### config.mk
export PLATFORM = sky130hd
export DESIGN_NAME = bf_loop_ctrl
export DESIGN_NICKNAME = d
export VERILOG_FILES = /design/src/rtl/bf_loop_ctrl.sv
export SDC_FILE = /design/constraint.sdc
export NUM_CORES = 1
export LEC_CHECK = 0
export ABC_CLOCK_PERIOD_IN_PS = 8210
export CORE_MARGIN = 2
export CORE_UTILIZATION = 25
export CTS_CLUSTER_DIAMETER = 100
export DETAILED_ROUTE_END_ITERATION = 12
export PLACE_DENSITY = 0.49
export RECOVER_POWER = 100
export SYNTH_ARGS = -nofsm -noshare
export SYNTH_HDL_FRONTEND = slang
export SYNTH_SLANG_ARGS = --single-unit
### constraint.sdc
create_clock -name clk -period 8.21 [get_ports clk]
set_input_delay 2.0525 -clock clk [delete_from_list [all_inputs] [get_ports clk]]
set_output_delay 2.0525 -clock clk [all_outputs]
set_load 0.1 [all_outputs]
### src/rtl/bf_loop_ctrl.sv
// Loop controller for a Brainfuck core: tracks '[' / ']' nesting, requests back-jumps and forward-skips.
// Optional taken-jump counter on loop_count is built only when BF_LOOP_STATS_EN is defined.
module bf_loop_ctrl #(
  parameter int PC_W        = 8,
  parameter int STACK_DEPTH = 8
) (
  input  logic            clk,
  input  logic            rst_n,
  input  logic            ena,
  input  logic            clr,
  input  logic            op_valid,
  output logic            op_ready,
  input  logic            op_open,
  input  logic            op_close,
  input  logic [PC_W-1:0] op_pc,
  input  logic            cell_zero,
  output logic            skip,
  output logic            pc_load,
  output logic [PC_W-1:0] pc_target,
  output logic            err,
  output logic [4:0]      depth,
  output logic [15:0]     loop_count
);

  localparam int         AW   = $clog2(STACK_DEPTH);
  localparam logic [4:0] FULL = 5'(STACK_DEPTH);

  typedef enum logic [1:0] {RUN, SKIP, ERROR} state_t;

  state_t          state_reg, state_next;
  logic [4:0]      depth_reg, depth_next;
  logic [7:0]      skip_cnt_reg, skip_cnt_next;
  logic            skip_reg, skip_next;
  logic            pc_load_reg, pc_load_next;
  logic            err_reg, err_next;
  logic [PC_W-1:0] pc_target_reg, pc_target_next;
  logic [PC_W-1:0] stack_mem [STACK_DEPTH];
  logic            push;
  logic            hs, is_open, is_close;
  logic [AW-1:0]   push_idx, top_idx;

  assign op_ready = ena && (state_reg != ERROR);
  assign hs       = op_valid && op_ready;
  assign is_open  = op_open && !op_close;
  assign is_close = op_close && !op_open;
  assign push_idx = depth_reg[AW-1:0];
  assign top_idx  = AW'(depth_reg - 5'd1);

  always_comb begin
    state_next     = state_reg;
    depth_next     = depth_reg;
    skip_cnt_next  = skip_cnt_reg;
    err_next       = err_reg;
    pc_target_next = pc_target_reg;
    pc_load_next   = 1'b0;
    push           = 1'b0;
    if (clr) begin
      state_next     = RUN;
      depth_next     = 5'd0;
      skip_cnt_next  = 8'd0;
      err_next       = 1'b0;
      pc_target_next = '0;
    end else if (hs) begin
      unique case (state_reg)
        RUN: begin
          if (is_open) begin
            if (depth_reg == FULL) begin
              state_next = ERROR;
              err_next   = 1'b1;
            end else if (cell_zero) begin
              skip_cnt_next = 8'd1;
              state_next    = SKIP;
            end else begin
              push       = 1'b1;
              depth_next = depth_reg + 5'd1;
            end
          end else if (is_close) begin
            if (depth_reg == 5'd0) begin
              state_next = ERROR;
              err_next   = 1'b1;
            end else if (!cell_zero) begin
              // Loop body repeats: jump to the instruction after the matching '['.
              pc_load_next   = 1'b1;
              pc_target_next = stack_mem[top_idx] + PC_W'(1);
            end else begin
              depth_next = depth_reg - 5'd1;
            end
          end
        end
        SKIP: begin
          if (is_open) begin
            if (skip_cnt_reg == 8'hFF) begin
              state_next = ERROR;
              err_next   = 1'b1;
            end else begin
              skip_cnt_next = skip_cnt_reg + 8'd1;
            end
          end else if (is_close) begin
            if (skip_cnt_reg == 8'd1) begin
              skip_cnt_next = 8'd0;
              state_next    = RUN;
            end else begin
              skip_cnt_next = skip_cnt_reg - 8'd1;
            end
          end
        end
        default: ;
      endcase
    end
    skip_next = (state_next == SKIP);
  end

  always_ff @(posedge clk or negedge rst_n) begin
    if (!rst_n) begin
      state_reg     <= RUN;
      depth_reg     <= 5'd0;
      skip_cnt_reg  <= 8'd0;
      skip_reg      <= 1'b0;
      pc_load_reg   <= 1'b0;
      pc_target_reg <= '0;
      err_reg       <= 1'b0;
    end else begin
      state_reg     <= state_next;
      depth_reg     <= depth_next;
      skip_cnt_reg  <= skip_cnt_next;
      skip_reg      <= skip_next;
      pc_load_reg   <= pc_load_next;
      pc_target_reg <= pc_target_next;
      err_reg       <= err_next;
    end
  end

  // Stack storage carries no reset; occupancy is tracked by depth_reg alone.
  always_ff @(posedge clk) begin
    if (push) stack_mem[push_idx] <= op_pc;
  end

  assign skip      = skip_reg;
  assign pc_load   = pc_load_reg;
  assign pc_target = pc_target_reg;
  assign err       = err_reg;
  assign depth     = depth_reg;

`ifdef BF_LOOP_STATS_EN
  logic [15:0] loop_count_reg;

  always_ff @(posedge clk or negedge rst_n) begin
    if (!rst_n) begin
      loop_count_reg <= 16'd0;
    end else if (clr) begin
      loop_count_reg <= 16'd0;
    end else if (pc_load_reg && (loop_count_reg != 16'hFFFF)) begin
      loop_count_reg <= loop_count_reg + 16'd1;
    end
  end

  assign loop_count = loop_count_reg;
`else
  assign loop_count = 16'd0;
`endif

endmodule

After elaboration in Yosys (flattened, before gate mapping)
Memories as Yosys holds them, arrays and structs flattened.
Index checks and enable logic that the tools add are counted.
{ "totals": {"reg_bits": 26, "mem_bits_rw": 64, "in_bits": 16, "out_inout_bits": 33, "elab_cells": 114, "memories": 1} }
{ "mem_list": {"columns": ["name", "words", "width", "rd", "rd_ports_with_merged_regs", "write_ports", "line", "source"], "rows": [
  ["stack_mem", 8, 8, 1, 0, 1, "37", "logic [PC_W-1:0] stack_mem [STACK_DEPTH];"]
]} }
{ "op_classes": {"add_sub_neg": 5, "n_eq_ne": 22, "mux": 61, "n_reduce_logical": 18} }
{ "op_table": {"columns": ["cell", "n"], "rows": [
  ["$mux W8", 16],
  ["$mux W5", 9],
  ["$ne A3 B3 Y1 const B", 8],
  ["$mux W1", 22],
  ["$mux W2", 11],
  ["$reduce_and A7 Y1", 3],
  ["$ne A4 B4 Y1 const B", 5],
  ["$add A8 B1 Y8 const B", 2],
  ["$pmux W8 S2", 1],
  ["$reduce_bool A3 Y1", 3],
  ["$eq A8 B1 Y1 const B", 1],
  ["$eq A8 B8 Y1 const B", 1],
  ["$ne A2 B2 Y1 const B", 4],
  ["$sub A8 B1 Y8 const B", 1],
  ["$reduce_and A6 Y1", 1],
  ["$reduce_bool A2 Y1", 3],
  ["$add A5 B1 Y5 const B", 1],
  ["$eq A5 B4 Y1 const B", 1],
  ["$logic_not A5 Y1", 1],
  ["$sub A5 B1 Y5 const B", 1],
  ["$eq A2 B1 Y1 const B", 2],
  ["$logic_and A1 B1 Y1", 4],
  ["$pmux W2 S2", 1],
  ["$logic_not A1 Y1", 2],
  ["other kinds (2)", 2]
]} }

Depth between registers and ports, before layout
An unclocked memory read counts as a cell.
{ "logic_depth": {"ltp_word": 10, "ltp_mapped": 12, "mapped_depth_nobuf": 9} }

Worst setup path before layout
No wires, ideal clock.
{ "synth_path": {"path_kind": "input -> output", "startpoint": "input port ena", "endpoint": "output port op_ready", "t_arrival_ns": 2.787, "required_time_ns": 6.157, "setup_slack_ns": 3.371, "path_stages": 1, "path_buffers": 0, "path_cell_list": "and2_1"} }
{ "synth_between": {"elab_chain_cells": 1} }
{ "synth_lines": {"columns": ["element", "line", "source"], "rows": [
  ["start, declared", "9", "input logic ena,"],
  ["$logic_and A1 B1 Y1", "42", "assign op_ready = ena && (state_reg != ERROR);"],
  ["end, declared", "12", "output logic op_ready,"]
]} }
No other way between the ends.

Worst setup path after layout
Same ends and word-level chain as after synthesis.

==> metrics.txt <==
Clock Latency Late Sink=0.35 ns; clock skew=0.00677 ns; RSZ-0062 raised after global routing=false; clock root buffer=clkbuf_16; area leader, netlist=edfxtp_1; Net Sw Frac=0.388; grt total ovfl=0; measured slew at the worst slew-check pin=1.44 ns; sw power=0.539 mW; die area=0.0186 sq mm; Largest register FFs=64; flop-to-flop setup slack=4.59 ns; fin cells=608; initial core utilization=0.254; P per Cell Area=269 mW/mm^2; hold_buf cts=0; Netlist cell types=54; # DRC=0; 1st-iter DRT viols=178; final worst slack=2.31 ns; FP Rows=48; crit path DAT=3.85 ns; Peak VDD IR=0.000151 V; critical path class=in2out; count of final setup violators=0; syn_area_per_cell=12.7 sq um; post-synthesis sequential area ratio=0.588; clock-pin transition on the worst setup and hold timing paths=0.07 ns; flops & latches, synth=90; Clk pwr share=0.292; Worst setup EP type=primary output; Place WS=2.38 ns; Tot Pwr=1.39 mW; cell area after synthesis=0.00438 sq mm; area grow syn2layout=17.8%; area occupied by multi-input gates=0.00162 sq mm; total CTS buffers=9; vias per cell=4.51; TritonRoute pass-1 iters=4; grt met3 use=0.0313; Routed WL=9410 um; post-layout util=0.299; die width=136 um; MaxCap Viol Count=0; Logic pwr share=0.324; final hold violations=0; share of cells above drive strength 1=0.0940; post-CTS setup buffer count=0; CP Launch Type=primary input; Int Pwr=0.850 mW; Yosys top cell area share=0.439; highest clock rate=0.169 GHz; leading cell type in the layout, fill and taps excluded=edfxtp_1; status=completed; CTS resizes=0; Setup TNS=0 ns; core area=0.0172 sq mm; first-pass GRT wire length=15100 um; register share of total power=0.383; TritonCTS clock tree=done; crit-path max FO=3; average wire per standard cell=15.5 um; global routing's busiest layer=met2; Final period util=0.719; placed cell count=592; die height=136 um; Area contributors post-synth=edfxtp_1 44%, dfrtp_1 15%, mux4_2 5.1%; yosys warns=0; antenna violations before repair=0; Slew Limit Fails=0; Final ANT Viol Nets=0; required time worst endpoint=6.16 ns; Main synth FF type=edfxtp_1; Async SR Flop Fraction=0.289; H-Tree Depth=3; Worst Hold Class=reg2reg; GRT met2 Usage=0.167; Leakage Power=1.89 nW; Total GRT Usage=0.110; clk sinks=90; number of I/O pins=49; Post-synth EDFFs=64; Syn Inst Count=344; buffers added on ports=32; DP HPWL=6330 um; Final min period=5.90 ns; FILL cells=1741; n_diodes=0; GPL Wtd Cong=0.833; commonest cells after routing, fill and taps aside=64 x edfxtp_1, 29 x nor2_1, 28 x dlygate4sd3_1, 26 x dfrtp_1, 22 x nand2_1; Reg area=0.00257 sq mm; via count=2741; nets=401; clk buf depth=2; Max-slew headroom=0.0431; vias in the first global route=2670; pin count of the biggest net entering global routing=36; M1 GR Usage=0.150
metrics by stage:
step | instance area (sq um) | hold WS, ns
2_1_floorplan | 4430 | 0.485
3_3_place_gp | 4880 | 0.473
3_5_place_dp | 4880 | 0.483
4_1_cts | 5170 | 0.499
5_1_grt | 5160 | 0.513
6_report | 5160 | 0.484
power groups by stage:
stage / clock, mW / sequential [mW] / combinational [mW]
4_1_cts: 0.418 / 0.534 / 0.468
3_3_place_gp: 0 / 0.543 / 0.464
5_1_grt: 0.435 / 0.536 / 0.484
6_report: 0.406 / 0.532 / 0.450
3_5_place_dp: 0 / 0.543 / 0.466
2_1_floorplan: 0 / 0.674 / 0.228
synth_stat cells (8+ instances only):
library cell,instances
dfrtp_1,26
nor2_1,29
nor3_1,10
inv_1,11
mux4_2,10
o21ai_1,10
a21oi_1,10
buf_4,17
nand2_1,22
edfxtp_1,64
mux2i_1,18
clkbuf_1,8
worst max-delay path, cell delays in order:
cell and delay, ns:
clkdlybuf4s50_1 0.48, and2_1 0.12, dlygate4sd3_1 1.19
worst paths after layout:
kind | from | to | cells past startpoint
max | ena | op_ready | 3
min | pc_target[1] | pc_target[1] | 2
min in group asynchronous | rst_n | pc_target[4] | 2
max in group asynchronous | rst_n | depth[4] | 2
min reg2reg | pc_target[1] | pc_target[1] | 2
max reg2reg | depth[0] | pc_target[7] | 9
layer usage:
| layer | wire [um] | vias up |
|---|---|---|
| li1 | - | 1324 |
| met1 | 4590 | 1338 |
| met2 | 4280 | 65 |
| met3 | 402 | 14 |
| met4 | 140 | 0 |
| met5 | 0 | - |
cell type report:
cell class / instances / share of cell area
Multi-Input combinational cell: 229 / 0.315
Clock buffer: 9 / 0.0437
Clock inverter: 7 / 0.0133
Inverter: 11 / 0.00800
Sequential cell: 90 / 0.499
Timing Repair Buffer: 37 / 0.0672
Tap cell: 225 / 0.0546
cell families after synthesis:
family / share of synthesized area
AO/OA/AOI/OAI: 0.0886
XOR/XNOR: 0.0200
adder cells (fa/ha/maj): 0.0200
buffers and inverters: 0.0546
flip-flops: 0.588
multiplexers: 0.113
other: 0.000857
AND/OR/NAND/NOR: 0.115
Note: power is estimated with default switching activity, not from simulation.
